$ cat src/rtl/bus_rr_router.sv
// Round-robin shared-bus router: pops one packet per grant from the device FIFOs and routes it by header ID.
// Define BUS_BCAST_EN to deliver the broadcast ID to every device except the source.
`timescale 1ns/1ps
module bus_rr_router #(
  parameter int         drvrs     = 4,
  parameter int         pckg_sz   = 16,
  parameter logic [7:0] broadcast = 8'hFF,
  parameter int         cnt_w     = 16
) (
  input  logic                       clk,
  input  logic                       reset,
  input  logic [drvrs-1:0]           pndng,
  input  logic [drvrs*pckg_sz-1:0]   D_pop,
  output logic [drvrs-1:0]           pop,
  output logic [drvrs-1:0]           push,
  output logic [drvrs*pckg_sz-1:0]   D_push,
  output logic                       busy,
  output logic [cnt_w-1:0]           drop_cnt
);

  localparam int GW = (drvrs > 1) ? $clog2(drvrs) : 1;

  typedef enum logic [1:0] {IDLE, POP, ROUTE} state_t;

  state_t             state;
  logic [GW-1:0]      rr_ptr;
  logic [GW-1:0]      grant_q;
  logic [GW-1:0]      arb_idx;
  logic [drvrs-1:0]   arb_onehot;
  logic [drvrs-1:0]   route_mask;
  logic [pckg_sz-1:0] lane;
  logic [7:0]         dst;
  logic               is_drop;

  // Descending scan so the requester closest to rr_ptr is the one left in arb_idx.
  always_comb begin : arbiter
    int t;
    t = 0;
    arb_idx = '0;
    for (int k = drvrs - 1; k >= 0; k--) begin
      t = int'(rr_ptr) + k;
      if (t >= drvrs) t = t - drvrs;
      if (pndng[t]) arb_idx = GW'(t);
    end
    for (int i = 0; i < drvrs; i++) arb_onehot[i] = (i == int'(arb_idx));
  end

  always_comb begin : router
    lane       = D_pop[int'(grant_q)*pckg_sz +: pckg_sz];
    dst        = lane[pckg_sz-1 -: 8];
    route_mask = '0;
    is_drop    = 1'b0;
    if (dst == broadcast) begin
`ifdef BUS_BCAST_EN
      for (int i = 0; i < drvrs; i++) route_mask[i] = (i != int'(grant_q));
`else
      is_drop = 1'b1;
`endif
    end else if ((int'(dst) < drvrs) && (int'(dst) != int'(grant_q))) begin
      for (int i = 0; i < drvrs; i++) route_mask[i] = (i == int'(dst));
    end else begin
      is_drop = 1'b1;
    end
  end

  // The routing decision is made while the granted lane is still at the FIFO head,
  // so push is already registered for the ROUTE cycle.
  always_ff @(posedge clk) begin
    if (reset) begin
      state    <= IDLE;
      pop      <= '0;
      push     <= '0;
      D_push   <= '0;
      busy     <= 1'b0;
      drop_cnt <= '0;
      rr_ptr   <= '0;
      grant_q  <= '0;
    end else begin
      case (state)
        IDLE: begin
          push <= '0;
          if (|pndng) begin
            grant_q <= arb_idx;
            pop     <= arb_onehot;
            busy    <= 1'b1;
            state   <= POP;
          end
        end
        POP: begin
          pop    <= '0;
          push   <= route_mask;
          D_push <= {drvrs{lane}};
          if (is_drop && (drop_cnt != '1)) drop_cnt <= drop_cnt + cnt_w'(1);
          rr_ptr <= (int'(grant_q) == drvrs - 1) ? '0 : grant_q + GW'(1);
          state  <= ROUTE;
        end
        ROUTE: begin
          push  <= '0;
          busy  <= 1'b0;
          state <= IDLE;
        end
        default: begin
          pop   <= '0;
          push  <= '0;
          busy  <= 1'b0;
          state <= IDLE;
        end
      endcase
    end
  end

endmodule
$ cat config.mk
export PLATFORM = sky130hd
export DESIGN_NAME = bus_rr_router
export DESIGN_NICKNAME = d
export VERILOG_FILES = /design/src/rtl/bus_rr_router.sv
export SDC_FILE = /design/constraint.sdc
export NUM_CORES = 1
export LEC_CHECK = 0
export BUFFER_PORTS_ARGS = -buffer_cell sky130_fd_sc_hd__buf_2
export CAP_MARGIN = 40
export CORE_MARGIN = 2
export CORE_UTILIZATION = 48
export CTS_CLUSTER_DIAMETER = 200
export CTS_CLUSTER_SIZE = 16
export DETAILED_ROUTE_END_ITERATION = 16
export PLACE_DENSITY = 0.82
export SLEW_MARGIN = 20
export SYNTH_ARGS = -nofsm -noshare
export SYNTH_HDL_FRONTEND = slang
export SYNTH_SLANG_ARGS = --single-unit
$ cat constraint.sdc
create_clock -name clk -period 7.3 [get_ports clk]
set_input_delay 0.73 -clock clk [delete_from_list [all_inputs] [get_ports clk]]
set_output_delay 0.73 -clock clk [all_outputs]
set_load 0.02 [all_outputs]
Word level (Yosys, flattened, before mapping)
Cells that the tools add are included.
W data, S select, Z words.
{"block": "classes", "addsub": 9, "order_cmp": 9, "n_eq_ne": 13, "shift": 1, "muxes": 29, "bitwise_logic": 3, "n_reduce_logical": 11}
{"cell": "$lt A32 B4 Y1 const B", "count": 4}
{"cell": "$mux W32", "count": 4}
{"cell": "$shiftx A64 B7 Y16", "count": 1}
{"cell": "$add A16 B1 Y16 const B", "count": 1}
{"cell": "$eq A3 B8 Y1 const A", "count": 2}
{"cell": "$ne A16 B16 Y1 const B", "count": 1}
{"cell": "$mux W2", "count": 6}
{"cell": "$sub A3 B3 Y4 const B", "count": 3}
{"cell": "$mux W1", "count": 11}
{"cell": "$ge A3 B3 Y1 const B", "count": 3}
{"cell": "$bmux W1 S2", "count": 4}
{"cell": "$eq A2 B8 Y1 const A", "count": 1}
{"cell": "$eq A8 B8 Y1 const B", "count": 1}
{"cell": "$logic_not A8 Y1", "count": 1}
{"cell": "$lt A8 B3 Y1 const B", "count": 1}
{"cell": "$ne A8 B3 Y1", "count": 1}
{"cell": "$pmux W4 S2", "count": 1}
{"cell": "$reduce_and A2 Y1", "count": 4}
{"cell": "$reduce_or A4 Y1", "count": 2}
{"cell": "$add A2 B2 Y3 const B", "count": 2}
{"cell": "$eq A2 B1 Y1 const B", "count": 2}
{"cell": "$eq A2 B2 Y1 const A", "count": 2}
{"cell": "$logic_not A2 Y1", "count": 2}
{"cell": "$mux W4", "count": 1}
{"cell": "11 further kinds", "count": 14}
{"block": "totals", "regBits": 95, "inputBits": 70, "out_inout_bits": 89, "elab_cells": 83}

Logic depth before layout (Yosys ltp)
{"block": "depth", "ltp_word": 13, "depth_mapped": 9, "ltp_nobuf": 7}

Least setup slack after synthesis
Ideal clock, no wire load.
{"block": "synth_path", "path_kind": "input port to flip-flop", "from": "in D_pop[58]", "to": "reg drop_cnt[2]", "setup_ns": 0.123, "arrival_time_ns": 2.536, "t_required_ns": 7.177, "path_slack_ns": 4.641, "cell_stages": 7, "n_path_buf": 1, "path_cell_list": "mux4_2 > or4_1 > nor3_2 > o311a_2 > buf_6 > nor3b_1 > mux2_1"}
{"block": "synth_between", "elab_chain_cells": 7, "word_cells_on_any_way": 9, "cone_classes": "1 x order compare; 2 x eq/ne; 1 x shift; 2 x mux; 3 x reduce/logical"}
{"item": "from (decl)", "line": "13", "rtl": "input logic [drvrs*pckg_sz-1:0] D_pop,"}
{"item": "$shiftx A64 B7 Y16 (*)", "line": "49", "rtl": "lane = D_pop[int'(grant_q)*pckg_sz +: pckg_sz];"}
{"item": "$lt A8 B3 Y1 or $ne A8 B3 Y1 (tied branches)", "line": "59", "rtl": "end else if ((int'(dst) < drvrs) && (int'(dst) != int'(grant_q))) begin"}
{"item": "$logic_and A1 B1 Y1", "line": "59"}
{"item": "$mux W1", "line": "59"}
{"item": "$mux W1 (*)", "line": "53", "rtl": "if (dst == broadcast) begin"}
{"item": "$logic_and A1 B1 Y1 (*)", "line": "93", "rtl": "if (is_drop && (drop_cnt != '1)) drop_cnt <= drop_cnt + cnt_w'(1);"}
{"item": "$reduce_and A2 Y1 (no source line) (*)"}
{"item": "to (signal assigned)", "line": "93"}
{"item": "to (decl)", "line": "18", "rtl": "output logic [cnt_w-1:0] drop_cnt"}
Mark *: on every way between the ends. The rest lies on a longest branch, timed or not.
A chain may end at the register's enable or synchronous reset.

Worst setup path in the final report
{"block": "layout_path", "from": "reg grant_q[0]", "to": "reg drop_cnt[0]"}
{"block": "layout_between", "elab_chain_cells": 7, "word_cells_on_any_way": 9, "cone_classes": "1 x order compare; 2 x eq/ne; 1 x shift; 2 x mux; 3 x reduce/logical"}
{"item": "from (decl)", "line": "27", "rtl": "logic [GW-1:0] grant_q;"}
{"item": "from (signal assigned)", "line": "83", "rtl": "grant_q <= arb_idx;"}
{"item": "$shiftx A64 B7 Y16", "line": "49"}
{"item": "$lt A8 B3 Y1 or $ne A8 B3 Y1 (tied branches)", "line": "59"}
{"item": "$logic_and A1 B1 Y1", "line": "59"}
{"item": "$mux W1", "line": "59"}
{"item": "$mux W1 (*)", "line": "53"}
{"item": "$logic_and A1 B1 Y1 (*)", "line": "93"}
{"item": "$reduce_and A2 Y1 (no source line) (*)"}
Marks and branches as above.

==> qor.txt <==
Worst Path Max Fanout -> 24
reg2reg end -> drop_cnt[0]$_SDFFE_PP0P_
share of cells above drive strength 1 -> 0.473
commonest non-fill, non-tap cell in the layout -> buf_2
Setup violations, final -> 0
CTS tree -> done
CTS Sinks -> 47
Max Cap Viol -> 0
family with the most delay on the worst path -> multiplexers
largest net degree at the start of global routing -> 43
DR vias/cell -> 5.24
TNS Setup -> 0 ns
drt first-iter violations -> 108
Core ar. -> 0.00561 mm2
Hold Buf Count CTS -> 0
post-CTS setup buffers -> 0
Post-Route Utilization -> 0.622
clock latency at the later pin of the worst-skew pair -> 0.30 ns
Placer Congestion -> 0.787
starting density of the core -> 0.505
Die X -> 80.8 um
nets -> 498
Reg clk slew, reported paths -> 0.09 ns
initial antenna violation count -> 0
Area growth, synth to finish -> 23.0%
sequential share of the synthesized area -> 0.332
Final period util -> 0.416
CTS resizes -> 0
gr usage total -> 0.219
worst path required time -> 7.49 ns
Post-synth EDFFs -> 0
outcome -> complete, no violations
detailed-placement wirelength estimate -> 6000 um
detailed-route wire length per cell -> 15.4 um
Hold Violations, Final -> 0
multi-input logic area -> 0.00144 mm2
final wirelength -> 7710 um
async set or reset register ratio after synthesis -> 0
number of global-route vias before repair -> 2347
max-slew violation count -> 0
Critical Path AT -> 3.23 ns
layout filler cell count -> 491
worst r2r path cells -> 7
crit path max-delay cell type -> mux4_2
# port buffers -> 158
htree depth -> 2
Hold Path Depth -> 2
Syn Area/Cell -> 8.86 um2
dominant synthesized flop cell -> dfxtp_1
FF-to-FF setup slack -> 4.26 ns
worst path bufs/invs -> 1
Power per Cell Area -> 198 mW/mm2
DIE HEIGHT -> 80.8 um
Critical Path Start Type -> flip-flop
Remaining Overflow, GRT -> 0
DRC Markers -> 0
number of diodes -> 0
unrepaired setup endpoints after global routing -> no
CTS max path bufs -> 2
crit path kind -> flip-flop to flip-flop
Mapped Cells -> 320
Yosys reg bits -> 47
Final ANT Viol Nets -> 0
total CTS buffers -> 5
Hold Crit Class -> flip-flop to flip-flop
dpl cell area -> 0.00332 mm2
first-pass GRT wire length -> 11100 um
critical path endpoint category -> flip-flop
Distinct cells, synth -> 43
via count -> 2615
Max IR drop VDD -> 99.4 uV
clk root buf -> clkbuf_8
I/O Pins -> 159
fmax -> 329 MHz
Pre-Repair DR Iteration Count -> 4
WP depth -> 7
Mapped Area -> 0.00283 mm2
Total Power -> 0.689 mW
most frequent cells in the layout -> buf_2, dfxtp_1, nand2_1
post-route cell area -> 0.00349 mm2
Storage cell area -> 941 um2
P_leak -> 1.65 nW
warnings from Yosys -> 0
Critical Path, Cell by Cell -> buf_4 > mux4_2 > or4_1 > nor3_2 > o311a_2 > nor2_1 > mux2_2
Hold Crit Endpoint -> D_push[54]$_SDFFE_PP0N_
Critical Path Max Stage Delay -> 0.59 ns
Post-Route Skew -> 0.00782 ns
Site Rows -> 27
Die Area -> 0.00654 mm2
syn_nets -> 392
Slew headroom -> 0.676
Hold Path Origin -> D_push[54]$_SDFFE_PP0N_
min Tclk post-route -> 3.04 ns
reg2reg start -> grant_q[0]$_SDFFE_PP0P_
Slew @ Worst Pin -> 0.484 ns
==> how the worst max path moves through the flow <==
stage                                        from                  endpoint  slack (ns)
after floorplan                         D_pop[58]  drop_cnt[2]$_SDFFE_PP0P_        4.64
after global placement                  D_pop[58]  drop_cnt[2]$_SDFFE_PP0P_        4.28
after detailed placement  grant_q[1]$_SDFFE_PP0P_  drop_cnt[0]$_SDFFE_PP0P_        4.25
after CTS                 grant_q[1]$_SDFFE_PP0P_  drop_cnt[2]$_SDFFE_PP0P_        4.24
after global routing      grant_q[0]$_SDFFE_PP0P_  drop_cnt[0]$_SDFFE_PP0P_        4.08
final                     grant_q[0]$_SDFFE_PP0P_  drop_cnt[0]$_SDFFE_PP0P_        4.26
==> layout make-up <==
| type | instances | area share |
|---|---|---|
| clock buffer | 6 | 0.0208 |
| clock inverter | 2 | 0.0172 |
| inverter | 4 | 0.00431 |
| multi-input combinational | 204 | 0.412 |
| sequential | 47 | 0.270 |
| tap | 72 | 0.0258 |
| timing repair buffer | 164 | 0.250 |
==> worst register-to-register path, stage by stage (launching register included) <==
cell,delay (ns)
dfxtp_1,0.38
buf_4,0.35
mux4_2,0.60
or4_1,0.55
nor3_2,0.12
o311a_2,0.48
nor2_1,0.16
mux2_2,0.29
==> layer usage <==
metal  up-vias  track usage  wire length, um  share of wire
met5         -            0                0              0
li1       1296            -                -              -
met2        89        0.413             4110           0.53
met1      1224        0.249             2990           0.39
met3         6       0.0489              544          0.071
met4         0       0.0559               63         0.0082
==> Yosys cell counts, drive strengths merged, types with 2 or more instances <==
library cell | count | area, um2
mux4 | 15 | 342
a211oi | 3 | 32.5
nor3b | 3 | 32.5
nor3 | 10 | 55.1
o31ai | 4 | 30.0
inv | 4 | 15.0
nand3 | 8 | 40.0
o21a | 2 | 15.0
nand2 | 44 | 168
dfxtp | 47 | 941
clkbuf | 11 | 41.3
nor2 | 25 | 93.8
nand4 | 2 | 12.5
or4 | 6 | 45.0
and2 | 2 | 12.5
and4 | 3 | 26.3
ha | 2 | 25.0
mux2i | 4 | 40.0
buf | 54 | 402
mux2 | 8 | 90.1
nand2b | 4 | 25.0
nor2b | 12 | 75.1
a22oi | 4 | 30.0
nor4 | 3 | 18.8
a21oi | 30 | 150
==> sequential cells by signal, summed over array words and instances (netlist names) <==
register	cells
D_push	16
drop_cnt	16
pop	4
push	4
grant_q	2
rr_ptr	2
state	2
busy	1
==> per-stage QoR <==
step,hold WS [ns],instances,setup WS (ns)
6_report,0.498,499,4.26
5_1_grt,0.532,499,4.08
4_1_cts,0.501,497,4.24
3_5_place_dp,0.488,489,4.25
3_3_place_gp,0.478,487,4.28
2_1_floorplan,0.481,320,4.64
==> where the power goes <==
group	leakage (nW)	total (mW)	internal [mW]	switching, mW
logic	1.20	0.182	0.0746	0.107
clock network	0.0654	0.222	0.137	0.0847
registers	0.382	0.285	0.270	0.0157
total	1.65	0.689	0.481	0.208
==> cells by family after synthesis <==
logic type      Yosys count  synth area share
flops                    47             0.332
mux                      27             0.166
compound gates           49             0.108
buf+inv                  69             0.162
fa+ha+maj                 2           0.00883
simple gates            126             0.223
Power figures use the tool's default switching activity.
